==> src/rtl/mul_exec_unit.sv <==
// mul_exec_unit
//   Multi-cycle shift-add multiplier for the execute stage. Takes the operands
//   selected by the src1/src2 muxes and produces a 2*WIDTH product for
//   writeback. The control unit stalls issue while busy is high.
//
//   Build option: define MUL_SIGNED_EN to add the signed_op port and
//   two's-complement multiply support. Without it every multiply is unsigned.
//
// Ports
//   clk        rising-edge clock
//   reset_n    asynchronous active-low reset
//   start      request; operands sampled when accepted (IDLE or DONE)
//   src1       multiplicand
//   src2       multiplier
//   signed_op  1 = two's-complement multiply (MUL_SIGNED_EN builds only)
//   busy       high while a multiply is running
//   done       one-cycle pulse; result valid from this cycle on
//   result     2*WIDTH product, held until the next completed multiply
//
// State | meaning
// ------+-------------------------------------------------------------
// IDLE  | waiting for start
// RUN   | one shift-add step per cycle, WIDTH steps, fixed latency
// DONE  | done pulse; a new start is accepted here as in IDLE
module mul_exec_unit #(
    parameter int WIDTH = 32,
    parameter int CNT_W = 6
) (
    input  logic               clk,
    input  logic               reset_n,
    input  logic               start,
    input  logic [WIDTH-1:0]   src1,
    input  logic [WIDTH-1:0]   src2,
`ifdef MUL_SIGNED_EN
    input  logic               signed_op,
`endif
    output logic               busy,
    output logic               done,
    output logic [2*WIDTH-1:0] result
);

    localparam logic [1:0] ST_IDLE = 2'd0;
    localparam logic [1:0] ST_RUN  = 2'd1;
    localparam logic [1:0] ST_DONE = 2'd2;

    localparam logic [CNT_W-1:0] CNT_LAST = CNT_W'(WIDTH - 1);

    logic [1:0]         state_q,  state_d;
    logic [CNT_W-1:0]   cnt_q,    cnt_d;
    logic [2*WIDTH-1:0] mcand_q,  mcand_d;
    logic [WIDTH-1:0]   mplier_q, mplier_d;
    logic [2*WIDTH-1:0] acc_q,    acc_d;
    logic [2*WIDTH-1:0] result_q, result_d;
`ifdef MUL_SIGNED_EN
    logic               neg_q,    neg_d;
`endif

    logic [WIDTH-1:0]   mag1;
    logic [WIDTH-1:0]   mag2;
    logic [2*WIDTH-1:0] acc_step;

    // Operand magnitudes. The most-negative value negates to itself, which
    // read as unsigned is exactly its magnitude, so no special case is needed.
    always_comb begin
        mag1 = src1;
        mag2 = src2;
`ifdef MUL_SIGNED_EN
        if (signed_op) begin
            if (src1[WIDTH-1]) mag1 = -src1;
            if (src2[WIDTH-1]) mag2 = -src2;
        end
`endif
    end

    // mcand_q is shifted left one place per step, which equals mcand << counter.
    assign acc_step = acc_q + (mplier_q[0] ? mcand_q : '0);

    always_comb begin
        state_d  = state_q;
        cnt_d    = cnt_q;
        mcand_d  = mcand_q;
        mplier_d = mplier_q;
        acc_d    = acc_q;
        result_d = result_q;
`ifdef MUL_SIGNED_EN
        neg_d    = neg_q;
`endif
        case (state_q)
            ST_IDLE, ST_DONE: begin
                if (start) begin
                    mcand_d  = {{WIDTH{1'b0}}, mag1};
                    mplier_d = mag2;
                    acc_d    = '0;
                    cnt_d    = '0;
`ifdef MUL_SIGNED_EN
                    neg_d    = signed_op & (src1[WIDTH-1] ^ src2[WIDTH-1]);
`endif
                    state_d  = ST_RUN;
                end else begin
                    state_d  = ST_IDLE;
                end
            end
            ST_RUN: begin
                acc_d    = acc_step;
                mcand_d  = mcand_q << 1;
                mplier_d = mplier_q >> 1;
                cnt_d    = cnt_q + 1'b1;
                if (cnt_q == CNT_LAST) begin
`ifdef MUL_SIGNED_EN
                    // Sign fix-up folded into the final write keeps latency fixed.
                    result_d = neg_q ? -acc_step : acc_step;
`else
                    result_d = acc_step;
`endif
                    state_d  = ST_DONE;
                end
            end
            default: state_d = ST_IDLE;
        endcase
    end

    always_ff @(posedge clk or negedge reset_n) begin
        if (!reset_n) begin
            state_q  <= ST_IDLE;
            cnt_q    <= '0;
            mcand_q  <= '0;
            mplier_q <= '0;
            acc_q    <= '0;
            result_q <= '0;
`ifdef MUL_SIGNED_EN
            neg_q    <= 1'b0;
`endif
        end else begin
            state_q  <= state_d;
            cnt_q    <= cnt_d;
            mcand_q  <= mcand_d;
            mplier_q <= mplier_d;
            acc_q    <= acc_d;
            result_q <= result_d;
`ifdef MUL_SIGNED_EN
            neg_q    <= neg_d;
`endif
        end
    end

    assign busy   = (state_q == ST_RUN);
    assign done   = (state_q == ST_DONE);
    assign result = result_q;

endmodule
==> config.mk <==
export PLATFORM = sky130hd
export DESIGN_NAME = mul_exec_unit
export DESIGN_NICKNAME = d
export VERILOG_FILES = /design/src/rtl/mul_exec_unit.sv
export SDC_FILE = /design/constraint.sdc
export NUM_CORES = 1
export LEC_CHECK = 0
export BUFFER_PORTS_ARGS = -buffer_cell sky130_fd_sc_hd__buf_4
export CORE_ASPECT_RATIO = 0.75
export CORE_MARGIN = 5
export CORE_UTILIZATION = 59
export CTS_CLUSTER_DIAMETER = 50
export DETAILED_ROUTE_END_ITERATION = 10
export GPL_ROUTABILITY_DRIVEN = 0
export MAX_ROUTING_LAYER = met4
export PLACE_DENSITY = 0.81
export REMOVE_ABC_BUFFERS = 1
export SYNTH_ARGS = -nofsm -noshare
export SYNTH_HDL_FRONTEND = slang
export SYNTH_SLANG_ARGS = --single-unit
==> constraint.sdc <==
create_clock -name clk -period 9.74 [get_ports clk]
set_input_delay 0.974 -clock clk [delete_from_list [all_inputs] [get_ports clk]]
set_output_delay 0.974 -clock clk [all_outputs]
set_load 0.005 [all_outputs]
---- Word level (Yosys, flattened, before mapping) ----
Index checks and enable logic that the tools add are counted.
Widths: inputs -> output; s select.
storage, ports and cells
  register bits ........................... 232
  bits of input ports ..................... 67
  output and inout bits ................... 66
  logic and storage cells ................. 30
operators by class
  $add $sub $neg .......................... 2
  equality and inequality tests ........... 5
  mux-type cells .......................... 12
  reduce and logical (&&, ||, !) cells .... 5
operator list
  operator             number
  $pmux 64 s2          2
  $mux 64              3
  $add 64x64->64       1
  $pmux 32 s2          1
  $mux 32              1
  $pmux 6 s2           1
  $add 6x1->6 const B  1
  $eq 6x5->1 const B   1
  $mux 6               1
  $pmux 2 s2           1
  $reduce_and 2->1     2
  $eq 2x1->1 const B   1
  $eq 2x2->1 const B   1
  $logic_not 2->1      1
  $mux 2               1
  $ne 2x1->1 const B   1
  $ne 2x2->1 const B   1
  $reduce_bool 2->1    1
  $reduce_or 2->1      1
  $mux 1               1

---- Longest topological paths before layout ----
  depth in word-level cells ............... 4
  depth in mapped cells ................... 16
  gate-level depth less buffers ........... 14

---- Worst setup path after synthesis ----
OpenSTA, ideal clock, no wires.
  kind .................................... register to register
  from .................................... register mplier_q[0]
  to ...................................... register acc_q[60]
  arrival time ............................ 3.326 ns
  setup slack ............................. 6.290 ns
  cell stages (with the launch flop) ...... 17
  buffers on the path ..................... 2
  cell sequence ........................... dfrtp_1 -> clkbuf_1 -> clkbuf_1 -> and2_1 -> ha_1 -> inv_1 -> fa_1 -> and2b_1 -> o211ai_1 -> a21boi_1 -> o211ai_1 -> a31o_1 -> a21oi_4 -> o211ai_4 -> a211oi_1 -> mux2i_1 -> a211o_1
on the way
  cells in the longest elaborated chain, start to end .. 3
ends and longest elaborated chain
  item                    line  RTL
  start, declared         51    logic [WIDTH-1:0] mplier_q, mplier_d;
  start signal, assigned  137   mplier_q <= mplier_d;
  $mux 64                 76    assign acc_step = acc_q + (mplier_q[0] ? mcand_q : '0);
  $add 64x64->64          76
  $pmux 64 s2             88    case (state_q)
  end signal, assigned    128   acc_q <= '0;
  end signal, assigned    138   acc_q <= acc_d;
  end, declared           52    logic [2*WIDTH-1:0] acc_q, acc_d;
No other way between the ends.
A chain may end at the register's enable or synchronous reset.

---- Final worst setup path ----
  from .................................... register mplier_q[0]
  to ...................................... register result_q[51] (netlist: result[51])
on the way
  cells in the longest elaborated chain, start to end .. 2
ends and longest elaborated chain
  item                  line  RTL
  $mux 64               76
  $add 64x64->64        76
  end signal, assigned  139   result_q <= result_d;
  end, declared         53    logic [2*WIDTH-1:0] result_q, result_d;
No other way between the ends.

==> reports/qor.yml <==
outcome:
  outcome: "completed"
cells_and_area:
  nets: 1619
  design_area_um2: 15000
  layout_common_cells: "307 x nand2_1, 232 x dfrtp_1, 141 x buf_4, 90 x a22o_1, 81 x a21oi_1"
  syn_to_final_growth_pct: 14.8
  drive_gt1_share_pct: 14.7
  fin_util_pct: 68.2
  final_common_cell: "nand2_1"
  diodes: 0
synthesis:
  synth-adder-area-share_pct: 6.30
  yosysSeqAreaShare_pct: 44.5
  synth_ff_type: "dfrtp_1"
  async_flop_share_pct: 100
  synth_edf_count: 0
  synth_area_leader_cell: "dfrtp_1"
  synth_top_family_by_area: "compound AO/OA/AOI/OAI gates"
  synth-simple-area-share_pct: 17.5
  syn_avg_cell_area_um2: 9.29
  ys_ff_latch: 232
  ys_types: 70
  postSynthCellCount: 1403
  ys_top_cells_by_area: "dfrtp_1 45%, nand2_1 8.8%, ha_1 6.1%"
  yosysWarnings: 0
  netlist_area_um2: 13000
  synth_xor_area_share_pct: 3.90
  synth-compound-area-share_pct: 22.8
  synth_top_area_share_pct: 44.5
  synthMuxAreaShare_pct: 1.79
setup_path:
  cp-end-kind: "register"
  cp.required_ps: 10150
  timing.rr.start: "mplier_q[0]"
  worstPathArrival_ps: 4530
  reg2reg_to: "result[51]"
  r2r_slack_ps: 5620
  cp_max_fo: 23
  path_class: "register to register"
  reg2reg_depth: 12
  worstSetupStartpointType: "register"
drt:
  wl_per_cell_um: 18.3
  drtAntennaViolNets: 0
  drt_wl_total_um: 32800
  vias_per_cell: 6.11
  wl_met3_um: 2460
  dr.pass1.iters: 6
  drtIter0Drc: 920
  maxUsedRoutingLayer: "met4"
  drc: 0
  dr_wl_met2_um: 14100
  wirelength_met1_um: 15600
  vias: 11000
timing:
  setup_tns_ps: 0
  max_freq_mhz: 243
  timing.final.ws_setup_ps: 5620
  max_slew_margin_pct: 31.7
  worstMarginPinSlew_ps: 999
  finalSetupViolations: 0
  period_share_pct: 42.3
  final.setup_skew_ps: 13.5
  rsz0062_at_grt: "no"
  post-route-min-period_ps: 4120
  slew_violations: 0
  hold_viol_final: 0
die:
  start_util_pct: 59.4
  die_area_um2: 25200
  core_um2: 21900
  rows: 47
  ios: 133
  die_w_um: 182
  die_height_um: 139
cts:
  hold_buffers: 0
  clk_pin_slew_worst_paths_ps: 70
  cts_sinks: 232
  post_cts_buffers: 0
  insertion_delay_ps: 540
  htree_levels: 1
  cts_made_buffers: 24
  postCtsResizedCells: 0
  clockRootBuffer: "clkbuf_16"
  clk_path_buf_depth: 3
  cts_tree: "done"
power_and_ir_drop:
  peakVddDrop_uv: 150
  p_leak_nw: 7.41
  p_per_area_nw_per_um2: 316
  power_mw: 4.74
place:
  place_ws_ps: 5790
  port_buffers: 132
  place_area_um2: 14200
  hpwl_um: 22300
grt:
  antenna_found_initial: 0
  grt_use_total_pct: 26.4
  grt_max_degree: 94
  grt_pass1_wl_um: 55000
  grt_overflow_total: 0
  grt_pass1_vias: 10700
flow_run:
  max_cap_viol_count: 0
hold_path:
  min_path_type: "input pin to asynchronous set/reset pin"
kinds of logic (layout without fill, tap and decap cells):
| logic type | count (synthesis) | count (layout) |
|---|---|---|
| and+or+nand+nor | 511 | 511 |
| AOI/OAI and AO/OA | 410 | 410 |
| DFF | 232 | 232 |
| buffers and inverters | 106 | 204 |
| adders and majority gates | 65 | 65 |
| xor gates and xnor gates | 58 | 58 |
| muxes | 21 | 21 |
per-layer routing:
| layer | up-vias | global-route usage, % |
|---|---|---|
| li1 | 5156 | - |
| met1 | 5319 | 40.1 |
| met2 | 424 | 37.5 |
| met3 | 60 | 4.46 |
| met4 | 0 | 5.84 |
| met5 | - | - |
per-stage QoR:
stage                     std cells  hold WS (ps)
final                          1795           392
after floorplan                1319           445
after global placement         1755           458
after global routing           1795           444
after detailed placement       1755           463
after CTS                      1795           420
area by class of cell:
| type | count | area [µm²] |
|---|---|---|
| Clock buffer | 32 | 701 |
| Tap cell | 294 | 368 |
| Multi-Input combinational cell | 1065 | 6840 |
| Sequential cell | 232 | 5810 |
| Clock inverter | 8 | 97.6 |
| Fill cell | 1703 | 6970 |
| Timing Repair Buffer | 142 | 1070 |
| Inverter | 22 | 85.1 |
worst max-delay path, stage by stage (launching register included):
cell and delay, ps:
dfrtp_1 620, and2_1 260, ha_1 400, nand4_1 200
o211ai_1 220, a31oi_1 70, o41ai_1 790, o21ai_0 330
nand2_1 250, a21boi_1 120, o21ai_0 300, xor2_1 150
mux2_2 280
Yosys cell counts (4+ instances only):
master / n
a22o_1: 90
nand4_1: 23
o21bai_1: 18
clkbuf_1: 72
nand2_1: 307
o21a_1: 9
a21boi_1: 5
o211ai_1: 7
and2_1: 70
a31oi_1: 9
o21ai_0: 40
mux2_2: 18
nor3_1: 5
buf_2: 5
nor2_1: 50
nand3_1: 20
a22oi_1: 63
o31ai_1: 7
xnor2_1: 40
buf_1: 6
xor2_1: 18
o21ai_1: 5
and3_1: 9
inv_1: 20
nand2b_1: 7
or3_1: 5
a21o_1: 36
a21oi_1: 81
ha_1: 64
nor2b_1: 4
dfrtp_1: 232
report_power, final:
| group | switching (mW) | internal [mW] | leakage [nW] |
|---|---|---|---|
| Combinational | 1.20 | 0.973 | 4.14 |
| Sequential | 0.278 | 1.36 | 2.87 |
| Clock | 0.390 | 0.533 | 0.391 |
| Total | 1.87 | 2.87 | 7.41 |
sequential cells by signal (all words and copies together) (netlist names):
| name | count |
|---|---|
| mplier_q | 32 |
| acc_q | 64 |
| cnt_q | 6 |
| state_q | 2 |
| result | 64 |
| mcand_q | 64 |
how the worst max path moves through the flow:
| stage | startpoint | end | cells after the start | slack [ps] |
|---|---|---|---|---|
| after global routing | mplier_q[0] | result[39] | 13 | 5350 |
| after detailed placement | mplier_q[0] | result[51] | 13 | 5790 |
| after floorplan | start | acc_q[10] | 3 | 1930 |
| after global placement | mplier_q[0] | result[39] | 13 | 5790 |
| after CTS | mplier_q[0] | result[39] | 13 | 5760 |
| final | mplier_q[0] | result[51] | 12 | 5620 |
Power figures use the tool's default switching activity.
